`src/rtl/uart_encoder_pkg.sv`:
```
// Shared state encoding and line constants for the UART encoder.
// Macro UART_ENCODER_PARITY_EN adds the PARITY state to the enum.
package uart_encoder_pkg;

  localparam logic UART_IDLE_LEVEL = 1'b1;
  localparam int   UART_DATA_BITS  = 8;

  typedef enum logic [2:0] {
    IDLE   = 3'd0,
    START  = 3'd1,
    DATA   = 3'd2,
`ifdef UART_ENCODER_PARITY_EN
    PARITY = 3'd3,
`endif
    STOP   = 3'd4
  } state_t;

endpackage

```
`src/rtl/uart_encoder_fifo.sv`:
```
// First-word-fall-through byte FIFO with wrapping pointers and an occupancy count.
module uart_encoder_fifo #(
  parameter int DEPTH = 16,
  parameter int WIDTH = 8
) (
  input  logic                     clk,
  input  logic                     rst_n,
  input  logic                     i_push,
  input  logic [WIDTH-1:0]         i_data,
  input  logic                     i_pop,
  output logic [WIDTH-1:0]         o_data,
  output logic                     o_full,
  output logic                     o_empty,
  output logic [$clog2(DEPTH):0]   o_level
);

  localparam int AW = $clog2(DEPTH);
  localparam logic [AW:0] FULL_LVL = (AW + 1)'(DEPTH);

  logic [WIDTH-1:0] r_mem [DEPTH];
  logic [AW-1:0]    r_wr_ptr;
  logic [AW-1:0]    r_rd_ptr;
  logic [AW:0]      r_level;
  logic             w_push_ok;
  logic             w_pop_ok;

  assign o_full    = (r_level == FULL_LVL);
  assign o_empty   = (r_level == '0);
  assign o_level   = r_level;
  assign o_data    = r_mem[r_rd_ptr];
  assign w_pop_ok  = i_pop && !o_empty;
  // A pop frees the slot in the same edge, so a full FIFO may still take a push then.
  assign w_push_ok = i_push && (!o_full || w_pop_ok);

  always_ff @(posedge clk) begin
    if (w_push_ok) r_mem[r_wr_ptr] <= i_data;
  end

  always_ff @(posedge clk or negedge rst_n) begin
    if (!rst_n) begin
      r_wr_ptr <= '0;
      r_rd_ptr <= '0;
      r_level  <= '0;
    end else begin
      if (w_push_ok) r_wr_ptr <= r_wr_ptr + 1'b1;
      if (w_pop_ok)  r_rd_ptr <= r_rd_ptr + 1'b1;
      case ({w_push_ok, w_pop_ok})
        2'b10:   r_level <= r_level + 1'b1;
        2'b01:   r_level <= r_level - 1'b1;
        default: r_level <= r_level;
      endcase
    end
  end

endmodule

```
`src/rtl/uart_encoder.sv`:
```
// UART transmitter: byte FIFO feeding a serializer with a down-counting baud timer.
// Macro UART_ENCODER_PARITY_EN inserts an even-parity bit after the data bits.
//   state  | meaning
//   IDLE   | line high, waiting for a queued byte
//   START  | start bit (0)
//   DATA   | 8 data bits, LSB first
//   PARITY | even parity of the data byte (parity builds only)
//   STOP   | STOP_BITS stop bits (1)
module uart_encoder
  import uart_encoder_pkg::*;
#(
  parameter int CLKS_PER_BIT = 434,
  parameter int FIFO_DEPTH   = 16,
  parameter int STOP_BITS    = 1
) (
  input  logic                          clk,
  input  logic                          rst_n,
  input  logic [7:0]                    data_i,
  input  logic                          valid_i,
  output logic                          ready_o,
  output logic                          uart_tx_o,
  output logic                          busy_o,
  output logic [$clog2(FIFO_DEPTH):0]   level_o
);

  localparam logic [15:0] CNT_LOAD  = 16'(CLKS_PER_BIT - 1);
  localparam logic [2:0]  LAST_DATA = 3'(UART_DATA_BITS - 1);
  localparam logic [2:0]  LAST_STOP = 3'(STOP_BITS - 1);

  state_t      r_state;
  state_t      w_state_nxt;
  logic [15:0] r_cnt;
  logic [2:0]  r_bit_idx;
  logic [7:0]  r_shift;
  logic        r_tx;
  logic        r_line_active;
  logic        w_tx_nxt;
  logic        w_pop;
  logic        w_bit_done;
  logic        w_fifo_full;
  logic        w_fifo_empty;
  logic [7:0]  w_head;
`ifdef UART_ENCODER_PARITY_EN
  logic        r_parity;
`endif

  uart_encoder_fifo #(
    .DEPTH (FIFO_DEPTH),
    .WIDTH (UART_DATA_BITS)
  ) u_fifo (
    .clk     (clk),
    .rst_n   (rst_n),
    .i_push  (valid_i && ready_o),
    .i_data  (data_i),
    .i_pop   (w_pop),
    .o_data  (w_head),
    .o_full  (w_fifo_full),
    .o_empty (w_fifo_empty),
    .o_level (level_o)
  );

  assign ready_o    = !w_fifo_full;
  assign uart_tx_o  = r_tx;
  assign w_bit_done = (r_cnt == '0);
  // The line lags the state by one register, so cover that trailing cycle too.
  assign busy_o     = (r_state != IDLE) || !w_fifo_empty || r_line_active;

  always_ff @(posedge clk or negedge rst_n) begin
    if (!rst_n) r_state <= IDLE;
    else        r_state <= w_state_nxt;
  end

  always_comb begin
    w_state_nxt = r_state;
    w_pop       = 1'b0;
    w_tx_nxt    = UART_IDLE_LEVEL;
    case (r_state)
      IDLE: begin
        if (!w_fifo_empty) begin
          w_pop       = 1'b1;
          w_state_nxt = START;
        end
      end
      START: begin
        w_tx_nxt = 1'b0;
        if (w_bit_done) w_state_nxt = DATA;
      end
      DATA: begin
        w_tx_nxt = r_shift[0];
        if (w_bit_done && (r_bit_idx == LAST_DATA)) begin
`ifdef UART_ENCODER_PARITY_EN
          w_state_nxt = PARITY;
`else
          w_state_nxt = STOP;
`endif
        end
      end
`ifdef UART_ENCODER_PARITY_EN
      PARITY: begin
        w_tx_nxt = r_parity;
        if (w_bit_done) w_state_nxt = STOP;
      end
`endif
      STOP: begin
        if (w_bit_done && (r_bit_idx == LAST_STOP)) begin
          if (!w_fifo_empty) begin
            w_pop       = 1'b1;
            w_state_nxt = START;
          end else begin
            w_state_nxt = IDLE;
          end
        end
      end
      default: w_state_nxt = IDLE;
    endcase
  end

  always_ff @(posedge clk or negedge rst_n) begin
    if (!rst_n) begin
      r_cnt         <= '0;
      r_bit_idx     <= '0;
      r_shift       <= '0;
      r_tx          <= UART_IDLE_LEVEL;
      r_line_active <= 1'b0;
`ifdef UART_ENCODER_PARITY_EN
      r_parity      <= 1'b0;
`endif
    end else begin
      r_tx          <= w_tx_nxt;
      r_line_active <= (r_state != IDLE);

      if (w_state_nxt == IDLE)     r_cnt <= '0;
      else if (w_pop || w_bit_done) r_cnt <= CNT_LOAD;
      else                          r_cnt <= r_cnt - 1'b1;

      if (w_state_nxt != r_state) r_bit_idx <= '0;
      else if (w_bit_done)        r_bit_idx <= r_bit_idx + 1'b1;

      if (w_pop) begin
        r_shift  <= w_head;
`ifdef UART_ENCODER_PARITY_EN
        r_parity <= ^w_head;
`endif
      end else if ((r_state == DATA) && w_bit_done) begin
        r_shift <= r_shift >> 1;
      end
    end
  end

endmodule

```
`config.mk`:
```
export PLATFORM = sky130hd
export DESIGN_NAME = uart_encoder
export DESIGN_NICKNAME = d
export VERILOG_FILES = /design/src/rtl/uart_encoder_pkg.sv /design/src/rtl/uart_encoder_fifo.sv /design/src/rtl/uart_encoder.sv
export SDC_FILE = /design/constraint.sdc
export NUM_CORES = 1
export LEC_CHECK = 0
export ABC_AREA = 1
export BUFFER_PORTS_ARGS = -buffer_cell sky130_fd_sc_hd__buf_2
export CORE_MARGIN = 1
export CORE_UTILIZATION = 45
export CTS_CLUSTER_SIZE = 8
export DETAILED_ROUTE_END_ITERATION = 8
export HOLD_SLACK_MARGIN = 0.03
export PLACE_DENSITY_LB_ADDON = 0.25
export SLEW_MARGIN = 20
export SYNTH_ARGS = -nofsm -noshare
export SYNTH_HDL_FRONTEND = slang
export SYNTH_SLANG_ARGS = --single-unit
export TNS_END_PERCENT = 30
```
`constraint.sdc`:
```
create_clock -name clk -period 2.6 [get_ports clk]
set_input_delay 0.26 -clock clk [delete_from_list [all_inputs] [get_ports clk]]
set_output_delay 0.26 -clock clk [all_outputs]
set_load 0.005 [all_outputs]
```
# Word-level counts from Yosys, hierarchy flattened
# Memories as Yosys holds them, arrays and structs flattened.
# Cells that the tools add are included.
# Widths: inputs -> output; s select.
totals:
  n_memories: 1
  elab_cells: 64
  ram_bits: 128
  ff_bits: 45
memory_table:
  columns: ["name", "words", "word_bits", "rd", "rd_ports_with_merged_regs", "write_ports", "line", "source"]
  rows:
  - ["u_fifo.r_mem", 16, 8, 1, 0, 1, "uart_encoder_fifo.sv:20", "logic [WIDTH-1:0] r_mem [DEPTH];"]
classes:
  n_mux: 19
  add_sub_neg: 6
  n_reduce_logical: 21
  eq_ne: 8
op_table:
  columns: ["operator", "count"]
  rows:
  - ["$mux 16", 2]
  - ["$mux 3", 6]
  - ["$logic_not 16->1", 1]
  - ["$mux 8", 2]
  - ["$sub 16x1->16 const B", 1]
  - ["$pmux 3 s4", 1]
  - ["$pmux 5 s2", 1]
  - ["$logic_not 3->1", 3]
  - ["$add 4x1->4 const B", 2]
  - ["$eq 3x3->1 const B", 2]
  - ["$logic_and 1x1->1", 6]
  - ["$reduce_bool 2->1", 3]
  - ["$add 5x1->5 const B", 1]
  - ["$eq 5x5->1 const B", 1]
  - ["$logic_not 5->1", 1]
  - ["$mux 1", 5]
  - ["$sub 5x1->5 const B", 1]
  - ["$logic_or 1x1->1", 4]
  - ["$pmux 1 s2", 2]
  - ["$add 3x1->3 const B", 1]
  - ["$eq 3x1->1 const B", 1]
  - ["$eq 3x2->1 const B", 1]
  - ["$ne 3x3->1", 1]
  - ["$reduce_bool 3->1", 1]
  - ["3 further kinds", 4]

# Depth between registers and ports, before layout
# Gate-level depths: netlist (run 1).
logic_depth:
  depth_word: 9
  depth_mapped: 16

# Hierarchy
# Synthesis (run 1) repeated with hierarchy kept, for this count alone.
hier_totals:
  cells_unflattened: 717
  hier_area_um2: 7918.8
modules_own_cells:
  columns: ["mod", "cells_each", "instances", "area_per_inst_um2"]
  rows:
  - ["uart_encoder_fifo", 479, 1, 5957.0]
  - ["uart_encoder", 238, 1, 1961.9]

# Worst setup path after synthesis (run 1)
# Ideal clock, no wire load.
synth_timing:
  path_kind: "reg-to-reg"
  startpoint: "register r_cnt[0]"
  endpoint: "register u_fifo.r_level[4], in the netlist u_fifo.o_level[4]"
  slack_ns: 0.060
  path_stages_with_launch: 17
  setup_ns: 0.117
  synth_period_minus_slack_ns: 2.540
  t_arrival_ns: 2.424
  cell_sequence: "dfrtp_1 -> inv_1 -> ha_1 -> nand2_2 -> nor2_4 -> nand3_2 -> a21oi_4 -> buf_4 -> ha_1 -> xor2_1 -> ha_1 -> inv_1 -> nand2_1 -> a31oi_1 -> xor2_1 -> nand2_1 -> nand2_1"
synth_via:
  elab_chain_len: 9
synth_rtl:
  columns: ["element", "line", "source"]
  rows:
  - ["from (decl)", "uart_encoder.sv:32", "logic [15:0] r_cnt;"]
  - ["from (signal assigned)", "uart_encoder.sv:134", "else r_cnt <= r_cnt - 1'b1;"]
  - ["$logic_not 16->1 (*)", "uart_encoder.sv:64", "assign w_bit_done = (r_cnt == '0);"]
  - ["$logic_and 1x1->1 (*)", "uart_encoder.sv:105", "if (w_bit_done && (r_bit_idx == LAST_STOP)) begin"]
  - ["$mux 1 (*)", "uart_encoder.sv:105", null]
  - ["$pmux 1 s2 (*)", "uart_encoder.sv:77", "case (r_state)"]
  - ["$logic_and 1x1->1 (*)", "uart_encoder_fifo.sv:31", "assign w_pop_ok = i_pop && !o_empty;"]
  - ["net u_fifo.w_pop_ok", "uart_encoder_fifo.sv:25", "logic w_pop_ok;"]
  - ["$logic_or 1x1->1", "uart_encoder_fifo.sv:33", "assign w_push_ok = i_push && (!o_full || w_pop_ok);"]
  - ["$logic_and 1x1->1", "uart_encoder_fifo.sv:33", null]
  - ["$eq 2x1->1 or $eq 2x2->1 (tied branches)", "uart_encoder_fifo.sv:47", "case ({w_push_ok, w_pop_ok})"]
  - ["$pmux 5 s2 or $reduce_bool 2->1 (tied branches)", null, null]
  - ["to (signal assigned)", "uart_encoder_fifo.sv:48", "2'b10: r_level <= r_level + 1'b1;"]
  - ["to (signal assigned)", "uart_encoder_fifo.sv:49", "2'b01: r_level <= r_level - 1'b1;"]
  - ["to (signal assigned)", "uart_encoder_fifo.sv:50", "default: r_level <= r_level;"]
  - ["to (decl)", "uart_encoder_fifo.sv:23", "logic [AW:0] r_level;"]
# Mark *: on every way through the listed nets, which the timed path passes. The rest lies on a longest branch.
# A chain may end at the register's enable or synchronous reset.

# Worst setup path in the final report (run 1)
layout_timing:
  startpoint: "register r_cnt[0]"
  endpoint: "register u_fifo.r_level[3], in the netlist u_fifo.o_level[3]"
layout_via:
  elab_chain_len: 9
layout_rtl:
  columns: ["element", "line"]
  rows:
  - ["$logic_not 16->1 (*)", "uart_encoder.sv:64"]
  - ["$logic_and 1x1->1 (*)", "uart_encoder.sv:105"]
  - ["$mux 1 (*)", "uart_encoder.sv:105"]
  - ["$pmux 1 s2 (*)", "uart_encoder.sv:77"]
  - ["$logic_and 1x1->1 (*)", "uart_encoder_fifo.sv:31"]
  - ["$logic_or 1x1->1", "uart_encoder_fifo.sv:33"]
  - ["$logic_and 1x1->1", "uart_encoder_fifo.sv:33"]
  - ["$eq 2x1->1 or $eq 2x2->1 (tied branches)", "uart_encoder_fifo.sv:47"]
  - ["$pmux 5 s2 or $reduce_bool 2->1 (tied branches)", null]
# Every way passes the cells marked *; elsewhere a longest branch is shown, timed or not.

==> summary.log, run 1 <==
qor: worst_setup_path.worst-r2r-cell-count 12
qor: timing.finalHoldViolCount 0
qor: cells_and_area.drive_above_1_share 0.130
qor: synth.gate_count_post_synth 764
qor: synth.synth_adder_area_share 0.0210
qor: timing.rsz0062_at_grt no
qor: global_routing.grt.busiest_layer met2
qor: power.power.sequential.fraction 0.393
qor: min_path.min_delay_worst_endpoint u_fifo.r_mem[11][4]
qor: cells_and_area.mostFrequentLayoutCell sky130_fd_sc_hd__nor2_1
qor: route.vias 5306
qor: timing.period_needed 2.43 ns
qor: synth.post-synth-top-area-cell sky130_fd_sc_hd__edfxtp_1
qor: synth.syn_nets 788
qor: clock_network.cts_buffer_depth 2
qor: cells_and_area.area_of_combinational_cells_with_multiple_inputs 2470 um^2
qor: clock_network.cts_sinks 173
qor: power.sw_frac_of_total 0.389
qor: synth.netlist_area 7760 um^2
qor: cells_and_area.synthToLayoutAreaGrowth 13.5%
qor: worst_setup_path.crit_required 2.90 ns
qor: timing.skew 0.0110 ns
qor: clock_network.clkTransAtPathRegs 0.07 ns
qor: power.leakagePower 3.57 nW
qor: route.detailedRoute.firstPassIterationCount 5
qor: clock_network.cts_made_buffers 17
qor: route.postRouteWirelength 16900 um
qor: timing.setup_viol 0
qor: route.drt_iter0_drc 425
qor: power.power_density_over_the_cells 1100 nW/um^2
qor: timing.drv_slew 0
qor: worst_setup_path.cp-end-kind register
qor: timing.fin_worst_hold_slack 0.231 ns
qor: route.route.detailed.wl_per_inst 16.3 um
qor: worst_setup_path.cp.arrival 2.74 ns
qor: worst_setup_path.reg2reg_setup_slack 0.17 ns
qor: synth.synth_ff_type sky130_fd_sc_hd__edfxtp_1
qor: die.initial_utilization 0.465
qor: place.pre_cts_slack 0.0184 ns
qor: min_path.min_path_cells 1
qor: min_path.holdCritStartpoint data_i[4]
qor: die.io_pins 19
qor: clock_network.cts_max_level 4
qor: cells_and_area.layout_common_cells 166 x sky130_fd_sc_hd__nor2_1, 128 x sky130_fd_sc_hd__edfxtp_1, 112 x sky130_fd_sc_hd__nand2_1
qor: run_status.outcome finished, final reports clean
qor: power.p_int 5.94 mW
qor: worst_setup_path.critical_path.reg2reg.endpoint u_fifo.o_level[3]
qor: worst_setup_path.start_kind register
qor: synth.post_synth.cell_area_avg 10.2 um^2
qor: cells_and_area.fill_cells 1495
qor: synth.synth-seq-cells 173
qor: global_routing.groute.layer.met1.usage 0.266
qor: worst_setup_path.timing.critical_path.slowest_cell_delay 0.38 ns
qor: global_routing.globalRouteMet2Util 0.336
qor: synth.muxShareOfSynthArea 0
qor: die.placement_rows 47
qor: power.totalPowerFinal 9.72 mW
qor: global_routing.met3_usage 0.0441
qor: cells_and_area.diodes 0
qor: die.die_height 133 um
qor: min_path.holdCritPathClass in -> reg
qor: synth.synth_warnings 0
qor: worst_setup_path.timing.critical_path.slowest_stage_cell sky130_fd_sc_hd__dfrtp_1
qor: clock_network.clkLatencyLatePin 0.44 ns
qor: power.share_clk_of_total_power 0.241
qor: place.hpwl 10900 um
qor: power.irDropWorstVdd 0.653 mV
qor: place.gp_routability_congestion 0.829
qor: worst_setup_path.cell_class_contributing_the_biggest_share_of_worst_path_delay simple AND/OR/NAND/NOR gates
qor: timing.worstMarginPinSlew 0.660 ns
qor: global_routing.total_congestion_overflow 0
qor: route.final_ant_viol_nets 0
qor: worst_setup_path.worst-path-buf-inv 1
qor: cells_and_area.final_core_area_utilization 0.528
qor: synth.synth.area.top_cells sky130_fd_sc_hd__edfxtp_1 50%, sky130_fd_sc_hd__dfrtp_1 14%, sky130_fd_sc_hd__nor2_1 8.0%, sky130_fd_sc_hd__nand2_1 5.4%, sky130_fd_sc_hd__nand3_1 5.2%
qor: synth.synth_sequential_area_ratio 0.640
qor: die.core-area 16700 um^2
qor: cells_and_area.finalNetCount 824
qor: synth.synth_top_family_by_area simple AND/OR/NAND/NOR gates
qor: global_routing.grt_first_pass_wirelength 27500 um
qor: global_routing.grt_pass1_vias 5336
qor: timing.setup_slack_of_the_critical_path_after_layout 0.166 ns
qor: job.maxCapViolations 0
qor: synth.post_synth_and_or_nand_nor_area_fraction 0.217
qor: synth.synth_compound_area_frac 0.0540
qor: clock_network.cts.root.buffer_cell sky130_fd_sc_hd__clkbuf_16
qor: synth.post_synth_xor_area_fraction 0.0226
qor: synth.synthDominantCellAreaShare 0.495
qor: die.die_area 17800 um^2
qor: route.detail_route.vias_per_cell 5.14
qor: worst_setup_path.crit_type reg -> reg
qor: global_routing.gr-usage-all-layers 0.205
qor: worst_setup_path.ordered_list_of_cells_on_the_worst_path inv_1 -> ha_2 -> nand2_2 -> nor2_4 -> nand3_4 -> a21oi_4 -> ha_4 -> xor2_1 -> nand3_1 -> nand3_1 -> xor2_1 -> o21ai_0
qor: route.drcViolationCount 0
qor: global_routing.pin_count_of_the_biggest_net_entering_global_routing 65
qor: synth.synth-edff-count 128
qor: synth.unique_cell_type_count_in_the_yosys_netlist 33
qor: worst_setup_path.worstReg2RegStart r_cnt[0]
qor: clock_network.cts_tree yes
qor: timing.final_min_period_over_clock_period 0.936
qor: timing.totalNegativeSetupSlack 0 ns
qor: power.comb_power_share 0.366
qor: power.power_switching 3.78 mW
qor: cells_and_area.regArea 4970 um^2
qor: timing.maxClockFrequency 411 MHz
qor: place.port_buffers 18
qor: worst_setup_path.worstPathMaxFanout 5
qor: global_routing.antenna_violations_before_repair 0
qor: timing.max-slew-margin-rel 0.559
qor: synth.postSynth.asyncResetShare 0.260
qor: die.die-width 133 um
-- through the flow --
step,std cells,instance area [um^2]
6_report,1033,8810
5_1_grt,1033,8810
4_1_cts,1031,8760
3_5_place_dp,998,8210
3_3_place_gp,998,8210
2_1_floorplan,764,7760
-- repair_timing --
item / in CTS / in global routing
hold endpoints to repair: 25 / 0
endpoints found under the setup margin: 0 / 3
buffers inserted: 0 / 2
resized for setup: 0 / 6
hold buffers: 1 / 0
-- flip-flops by register name, summed over array words and instances (netlist names) --
| signal | flops |
|---|---|
| uart_tx_o | 1 |
| u_fifo.r_rd_ptr | 4 |
| u_fifo.r_wr_ptr | 4 |
| r_line_active | 1 |
| r_shift | 8 |
| u_fifo.r_mem | 128 |
| r_bit_idx | 3 |
| r_cnt | 16 |
| r_state | 3 |
| u_fifo.o_level | 5 |
-- power by group through the flow --
stage	registers (mW)	logic, mW	clock network [mW]
after floorplan	3.78	2.54	0
after global placement	3.83	3.41	0
after detailed placement	3.86	3.50	0
after CTS	3.81	3.53	2.39
after global routing	3.87	4.05	2.48
final	3.82	3.56	2.34
-- how the worst max path moves through the flow --
| stage | endpoint | cells past startpoint | slack, ns | start |
|---|---|---|---|---|
| 6_report | u_fifo.o_level[3] | 12 | 0.17 | r_cnt[0] |
| 5_1_grt | u_fifo.o_level[4] | 15 | 0.01 | r_cnt[0] |
| 4_1_cts | u_fifo.o_level[4] | 15 | 0.0007 | r_cnt[0] |
| 3_5_place_dp | u_fifo.o_level[4] | 15 | 0.02 | r_cnt[0] |
| 3_3_place_gp | u_fifo.o_level[4] | 15 | 0.15 | r_cnt[0] |
| 2_1_floorplan | u_fifo.o_level[4] | 16 | 0.06 | r_cnt[0] |
-- synthesized netlist by cell type, types with 10 or more instances --
master,instances
sky130_fd_sc_hd__edfxtp_1,128
sky130_fd_sc_hd__dfrtp_1,44
sky130_fd_sc_hd__o21ai_0,67
sky130_fd_sc_hd__ha_1,13
sky130_fd_sc_hd__buf_2,11
sky130_fd_sc_hd__inv_1,52
sky130_fd_sc_hd__xor2_1,12
sky130_fd_sc_hd__nand3_1,81
sky130_fd_sc_hd__nor2_1,166
sky130_fd_sc_hd__nand2_2,10
sky130_fd_sc_hd__nand2_1,112
sky130_fd_sc_hd__clkbuf_1,12
-- layout make-up --
type                       count  area share
tap                          220      0.0312
multi-input combinational    505       0.281
clock buffer                  17      0.0483
inverter                      56      0.0239
clock inverter                15      0.0129
sequential                   173       0.564
timing repair buffer          47      0.0385
-- logic make-up (layout without fill, tap and decap cells) --
kind of cell	count (synthesis)	count (layout)
compound gates	80	80
xor+xnor	20	20
fa+ha+maj	13	13
buf+inv	86	135
flops	173	173
simple gates	392	392
-- metal layers --
metal  part of all wire  wire (um)  up-vias
met3              0.048        815       22
met5                  0          0        -
li1                   -          -     2618
met2               0.49       8230      130
met1               0.45       7510     2536
met4              0.018        312        0
Note: power is estimated with default switching activity, not from simulation.
==> run 2, diff against run 1 <==
--- a/config.mk
+++ b/config.mk
@@ -6,7 +6,9 @@
 export NUM_CORES = 1
 export LEC_CHECK = 0
 export ABC_AREA = 1
+export ABC_CLOCK_PERIOD_IN_PS = 2600
 export BUFFER_PORTS_ARGS = -buffer_cell sky130_fd_sc_hd__buf_2
+export CORE_ASPECT_RATIO = 1.5
 export CORE_MARGIN = 1
 export CORE_UTILIZATION = 45
 export CTS_CLUSTER_SIZE = 8
==> summary.log, run 2 (same netlist as run 1, synthesis figures left out) <==
qor: clock_network.cts_made_buffers 17 [unchanged]
qor: timing.drv_slew 0 [unchanged]
qor: global_routing.grt_first_pass_wirelength 26700 um [-2.8%]
qor: min_path.min_path_cells 1 [unchanged]
qor: timing.maxClockFrequency 410 MHz [-0.21%]
qor: cells_and_area.diodes 0 [unchanged]
qor: global_routing.pin_count_of_the_biggest_net_entering_global_routing 52 [-20%]
qor: die.core-area 16800 um^2 [+0.81%]
qor: global_routing.grt_pass1_vias 5215 [-2.3%]
qor: worst_setup_path.ordered_list_of_cells_on_the_worst_path inv_1 -> ha_2 -> nand2_2 -> nor2_4 -> nand3_2 -> a21oi_4 -> ha_4 -> xor2_1 -> nand3_1 -> nand3_1 -> xor2_1 -> o21ai_0
qor: clock_network.clkTransAtPathRegs 0.07 ns [about the same]
qor: place.port_buffers 18 [unchanged]
qor: place.hpwl 11300 um [+4.1%]
qor: power.totalPowerFinal 9.89 mW [+1.7%]
qor: worst_setup_path.start_kind register
qor: route.detail_route.vias_per_cell 5.24 [+1.9%]
qor: timing.fin_worst_hold_slack 0.247 ns [+0.0169 ns]
qor: die.die-width 109 um [-18%]
qor: cells_and_area.finalNetCount 825 [+0.12%]
qor: power.power_density_over_the_cells 1120 nW/um^2 [+1.3%]
qor: job.maxCapViolations 0 [unchanged]
qor: route.drcViolationCount 0 [unchanged]
qor: route.drt_iter0_drc 349 [-18%]
qor: global_routing.gr-usage-all-layers 0.204 [-0.000812]
qor: cells_and_area.synthToLayoutAreaGrowth 14.0%
qor: worst_setup_path.timing.critical_path.slowest_stage_cell sky130_fd_sc_hd__dfrtp_1
qor: timing.setup_viol 0 [unchanged]
qor: route.detailedRoute.firstPassIterationCount 8 [+3]
qor: worst_setup_path.cp-end-kind register
qor: route.postRouteWirelength 16900 um [+0.33%]
qor: route.final_ant_viol_nets 0 [unchanged]
qor: clock_network.cts_tree yes
qor: run_status.outcome finished, final reports clean
qor: worst_setup_path.crit_type reg -> reg
qor: place.gp_routability_congestion 0.868 [+4.7%]
qor: worst_setup_path.worstPathMaxFanout 5 [unchanged]
qor: timing.max-slew-margin-rel 0.528 [-0.0305]
qor: die.io_pins 19 [unchanged]
qor: worst_setup_path.crit_required 2.90 ns [about the same]
qor: die.placement_rows 58 [+23%]
qor: timing.period_needed 2.44 ns [+0.00501 ns]
qor: cells_and_area.largest_registers u_fifo.r_mem: 128 flops, r_cnt: 16 flops, r_shift: 8 flops
qor: worst_setup_path.worst-r2r-cell-count 12 [unchanged]
qor: timing.final_min_period_over_clock_period 0.938 [+0.00193]
qor: cells_and_area.finish.instance_area 8850 um^2 [+0.41%]
qor: cells_and_area.drive_above_1_share 0.133 [+0.00230]
qor: die.die_height 163 um [+22%]
qor: clock_network.cts_max_level 4 [unchanged]
qor: cells_and_area.largest_reg_flops 128 [unchanged]
qor: cells_and_area.mostFrequentLayoutCell sky130_fd_sc_hd__nor2_1
qor: worst_setup_path.cp.arrival 2.74 ns [about the same]
qor: die.initial_utilization 0.461 [-0.00373]
qor: place.postPlaceCellArea 8200 um^2 [-0.12%]
qor: route.vias 5361 [+1.0%]
qor: power.irDropWorstVdd 0.626 mV [-4.2%]
qor: clock_network.cts.root.buffer_cell sky130_fd_sc_hd__clkbuf_16
qor: clock_network.clkLatencyLatePin 0.43 ns [about the same]
qor: power.leakagePower 3.61 nW [+1.0%]
qor: cells_and_area.fill_cells 1502 [+0.47%]
qor: timing.finalHoldViolCount 0 [unchanged]
qor: worst_setup_path.timing.critical_path.slowest_cell_delay 0.39 ns [about the same]
qor: min_path.holdCritPathClass in -> reg
qor: die.die_area 17800 um^2 [about the same]
qor: clock_network.cts_buffer_depth 2 [unchanged]
qor: global_routing.total_congestion_overflow 0 [unchanged]
qor: timing.skew 0.0116 ns [+0.000584 ns]
qor: cells_and_area.largest_register u_fifo.r_mem
qor: cells_and_area.layout_common_cells 166 x sky130_fd_sc_hd__nor2_1, 128 x sky130_fd_sc_hd__edfxtp_1, 112 x sky130_fd_sc_hd__nand2_1
qor: global_routing.antenna_violations_before_repair 0 [unchanged]
qor: timing.worstMarginPinSlew 0.705 ns [+0.0455 ns]
qor: clock_network.cts_sinks 173 [unchanged]
qor: route.route.detailed.wl_per_inst 16.5 um [+1.2%]
[run 2: timing repair]
item                                    in CTS  in global routing
hold endpoints to repair                    28                  0
cloned                                       0                  0
gates resized for setup                      1                  3
setup buffers                                0                  1
hold buffers                                 1                  0
endpoints found under the setup margin       1                  3
pin swaps                                    0                  2
[run 2: worst paths after layout]
check | slack, ns | to | startpoint
worst max-delay path | 0.16 | u_fifo.o_level[3] | r_cnt[0]
worst min-delay path | 0.25 | u_fifo.r_mem[7][7] | data_i[7]
worst max register to register | 0.16 | u_fifo.o_level[3] | r_cnt[0]
worst min register to register | 0.48 | r_shift[1] | r_shift[1]
max in group asynchronous | 1.40 | uart_tx_o | rst_n
min in group asynchronous | 0.41 | u_fifo.o_level[2] | rst_n
[run 2: cell type report]
class	instances	area [um^2]	area share
inverters	56	210	0.0238
flip-flops and latches	173	4970	0.562
multi-input cells	505	2470	0.279
clock inverters	15	179	0.0202
well taps	210	263	0.0297
clock buffers	17	425	0.0481
repair buffers	48	330	0.0373
[run 2: power breakdown]
| part | switching [mW] | internal, mW |
|---|---|---|
| Clock | 1.12 | 1.45 |
| Combinational | 2.26 | 1.20 |
| Sequential | 0.371 | 3.49 |
| Total | 3.75 | 6.14 |
[run 2: worst max-delay path, delay by kind of cell, from the launching register on]
kind,cells,cell delay (ns)
and+or+nand+nor,5,0.67
xor gates and xnor gates,2,0.46
adders and majority gates,2,0.40
DFF,1,0.39
AOI/OAI and AO/OA,2,0.31
buffers and inverters,1,0.08
[run 2: layer usage]
metal | wire length (um) | up-vias | global-route usage
met3 | 569 | 38 | 0.0388
li1 | - | 2620 | -
met2 | 9120 | 122 | 0.365
met1 | 6730 | 2581 | 0.232
met5 | 0 | - | 0
met4 | 507 | 0 | 0.0909
[run 2: metrics by stage]
stage                     setup TNS (ns)  utilization  cells  worst slack (ns)
after floorplan                        0            -    764            0.0599
after global placement                 0        0.487    990             0.125
after detailed placement        -0.00878        0.487    990          -0.00878
after CTS                              0        0.524   1023            0.0187
after global routing            -0.00925        0.525   1024          -0.00925
final                                  0        0.525   1024             0.161
==> run 3, diff against run 2 <==
--- a/config.mk
+++ b/config.mk
@@ -11,6 +11,7 @@
 export CORE_ASPECT_RATIO = 1.5
 export CORE_MARGIN = 1
 export CORE_UTILIZATION = 45
+export CTS_BUF_LIST = sky130_fd_sc_hd__clkbuf_4
 export CTS_CLUSTER_SIZE = 8
 export DETAILED_ROUTE_END_ITERATION = 8
 export HOLD_SLACK_MARGIN = 0.03
==> summary.log, run 3 (same netlist as run 1, synthesis figures left out) <==
qor: die.io_pins 19 [unchanged]
qor: place.hpwl 11300 um [unchanged]
qor: clock_network.cts.root.buffer_cell sky130_fd_sc_hd__clkbuf_4
qor: min_path.min_path_cells 1 [unchanged]
qor: cells_and_area.synthToLayoutAreaGrowth 10.2%
qor: cells_and_area.final_cell_count_no_fill 1025 [+0.098%]
qor: timing.period_needed 2.47 ns [+0.0321 ns]
qor: worst_setup_path.start_kind register
qor: place.gp_routability_congestion 0.868 [unchanged]
qor: timing.skew 0.0223 ns [+0.0107 ns]
qor: cells_and_area.drive_above_1_share 0.133 [unchanged]
qor: place.placed_instances 990 [unchanged]
qor: worst_setup_path.crit_required 3.07 ns [+0.17 ns]
qor: die.die_area 17800 um^2 [unchanged]
qor: global_routing.grt_pass1_vias 5186 [-0.56%]
qor: job.maxCapViolations 0 [unchanged]
qor: clock_network.cts_max_level 4 [unchanged]
qor: clock_network.clkLatencyLatePin 0.57 ns [+0.14 ns]
qor: timing.setup_viol 0 [unchanged]
qor: power.leakagePower 3.48 nW [-3.6%]
qor: die.placement_rows 58 [unchanged]
qor: route.final_ant_viol_nets 0 [unchanged]
qor: cells_and_area.finalNetCount 825 [unchanged]
qor: clock_network.cts_tree yes
qor: timing.max-slew-margin-rel 0.500 [-0.0278]
qor: clock_network.cts_buffer_depth 2 [unchanged]
qor: worst_setup_path.worst-r2r-cell-count 15 [+3]
qor: place.port_buffers 18 [unchanged]
qor: power.power_density_over_the_cells 1040 nW/um^2 [-6.7%]
qor: route.detailedRoute.firstPassIterationCount 5 [-3]
qor: run_status.outcome finished, final reports clean
qor: timing.worstMarginPinSlew 0.747 ns [+0.0416 ns]
qor: worst_setup_path.ordered_list_of_cells_on_the_worst_path inv_1 -> ha_2 -> nand2_2 -> nor2_4 -> nand3_2 -> a21oi_4 -> ha_4 -> xor2_2 -> ha_1 -> inv_1 -> nand2_1 -> a31oi_1 -> xor2_1 -> nand2_1 -> nand2_1
qor: cells_and_area.largest_register u_fifo.r_mem
qor: power.irDropWorstVdd 0.647 mV [+3.4%]
qor: global_routing.pin_count_of_the_biggest_net_entering_global_routing 52 [unchanged]
qor: worst_setup_path.cp.arrival 2.94 ns [+0.20 ns]
qor: cells_and_area.layout_common_cells 166 x sky130_fd_sc_hd__nor2_1, 128 x sky130_fd_sc_hd__edfxtp_1, 112 x sky130_fd_sc_hd__nand2_1
qor: global_routing.total_congestion_overflow 0 [unchanged]
qor: die.die_height 163 um [unchanged]
qor: clock_network.cts_sinks 173 [unchanged]
qor: worst_setup_path.worstPathMaxFanout 5 [unchanged]
qor: min_path.holdCritStartpoint data_i[7]
qor: worst_setup_path.timing.critical_path.slowest_stage_cell sky130_fd_sc_hd__dfrtp_1
qor: worst_setup_path.cell_class_contributing_the_biggest_share_of_worst_path_delay simple AND/OR/NAND/NOR gates
qor: cells_and_area.mostFrequentLayoutCell sky130_fd_sc_hd__nor2_1
qor: worst_setup_path.cp-end-kind register
qor: worst_setup_path.crit_type reg -> reg
qor: timing.final_min_period_over_clock_period 0.951 [+0.0124]
qor: route.postRouteWirelength 16900 um [-0.37%]
qor: route.drcViolationCount 0 [unchanged]
qor: global_routing.antenna_violations_before_repair 1 [+1]
qor: timing.finalHoldViolCount 0 [unchanged]
qor: timing.totalNegativeSetupSlack 0 ns [unchanged]
qor: worst_setup_path.crit_path_start r_cnt[0]
qor: cells_and_area.largest_registers u_fifo.r_mem: 128 flops, r_cnt: 16 flops, r_shift: 8 flops
qor: die.initial_utilization 0.461 [unchanged]
qor: min_path.holdCritPathClass in -> reg
qor: die.die-width 109 um [unchanged]
qor: route.route.detailed.wl_per_inst 16.5 um [-0.46%]
qor: worst_setup_path.path_depth 15 [+3]
qor: worst_setup_path.cpMostUsedCell sky130_fd_sc_hd__nand2_1
qor: worst_setup_path.timing.critical_path.slowest_cell_delay 0.42 ns [+0.03 ns]
qor: global_routing.grt_first_pass_wirelength 26500 um [-0.65%]
qor: clock_network.clkTransAtPathRegs 0.15 ns [+0.08 ns]
qor: global_routing.gr-usage-all-layers 0.202 [-0.00179]
qor: route.detail_route.vias_per_cell 5.24 [+0.13%]
qor: route.drt_iter0_drc 320 [-8.3%]
qor: timing.drv_slew 0 [unchanged]
qor: die.core-area 16800 um^2 [unchanged]
qor: clock_network.cts_made_buffers 17 [unchanged]
qor: timing.maxClockFrequency 405 MHz [-1.3%]
qor: cells_and_area.largest_reg_flops 128 [unchanged]
qor: route.vias 5373 [+0.22%]
qor: worst_setup_path.worst-path-buf-inv 2 [+1]
qor: worst_setup_path.worstReg2RegStart r_cnt[0]
run 3: cell count changes in the layout (fill, tap and decap cells not counted):
cell / change
sky130_fd_sc_hd__diode_2: +1
sky130_fd_sc_hd__clkbuf_4: +17
sky130_fd_sc_hd__clkbuf_16: -17
run 3: final cells by class:
cell class | instances | area (um^2)
Clock inverter | 15 | 179
Timing Repair Buffer | 48 | 330
Antenna cell | 1 | 2.50
Fill cell | 1533 | 8280
Clock buffer | 17 | 128
Inverter | 56 | 210
Sequential cell | 173 | 4970
Multi-Input combinational cell | 505 | 2470
Tap cell | 210 | 263
run 3: timing repair:
action                                 CTS  global route
buffers inserted                         0             1
hold buffers                             1             0
endpoints found under the hold margin   28             0
pin swaps                                0             2
resized for setup                        1             3
setup endpoints to repair                1             3
run 3: stage by stage:
step / power (mW) / instance area (um^2) / worst slack (ns) / util / hold WS, ns
floorplan: 6.32 / 7760 / 0.0599 / - / -0.0356
global placement: 7.24 / 8200 / 0.125 / 0.487 / 0.337
detailed placement: 7.36 / 8200 / -0.00878 / 0.487 / 0.343
CTS: 8.97 / 8520 / 0.00470 / 0.506 / 0.0407
global route: 9.58 / 8550 / -0.0439 / 0.508 / 0.0367
finish: 8.92 / 8550 / 0.128 / 0.508 / 0.0875
run 3: path summary, 6_finish.rpt:
check,end,slack [ns]
max,u_fifo.o_level[4],0.13
min,u_fifo.r_mem[12][7],0.09
max reg2reg,u_fifo.o_level[4],0.13
min reg2reg,r_shift[7],0.50
max in group asynchronous,uart_tx_o,1.56
min in group asynchronous,u_fifo.o_level[2],0.26
run 3: worst register-to-register path: stages (launching register included):
cell	delay, ns
sky130_fd_sc_hd__dfrtp_1	0.42
sky130_fd_sc_hd__inv_1	0.08
sky130_fd_sc_hd__ha_2	0.21
sky130_fd_sc_hd__nand2_2	0.11
sky130_fd_sc_hd__nor2_4	0.13
sky130_fd_sc_hd__nand3_2	0.14
sky130_fd_sc_hd__a21oi_4	0.21
sky130_fd_sc_hd__ha_4	0.20
sky130_fd_sc_hd__xor2_2	0.19
sky130_fd_sc_hd__ha_1	0.17
sky130_fd_sc_hd__inv_1	0.04
sky130_fd_sc_hd__nand2_1	0.11
sky130_fd_sc_hd__a31oi_1	0.11
sky130_fd_sc_hd__xor2_1	0.16
sky130_fd_sc_hd__nand2_1	0.06
sky130_fd_sc_hd__nand2_1	0.04
run 3: where the power goes:
| part | internal, mW | switching, mW | total (mW) |
|---|---|---|---|
| Clock | 0.610 | 0.996 | 1.61 |
| Sequential | 3.48 | 0.376 | 3.85 |
| Combinational | 1.20 | 2.26 | 3.46 |
| Total | 5.28 | 3.64 | 8.92 |
run 3: layer usage:
metal / up-vias / share of wire / global-route usage / wire [um]
li1: 2622 / - / - / -
met1: 2626 / 0.40 / 0.227 / 6820
met5: - / 0 / 0 / 0
met4: 0 / 0.020 / 0.0673 / 342
met3: 25 / 0.028 / 0.0400 / 473
met2: 100 / 0.55 / 0.375 / 9230
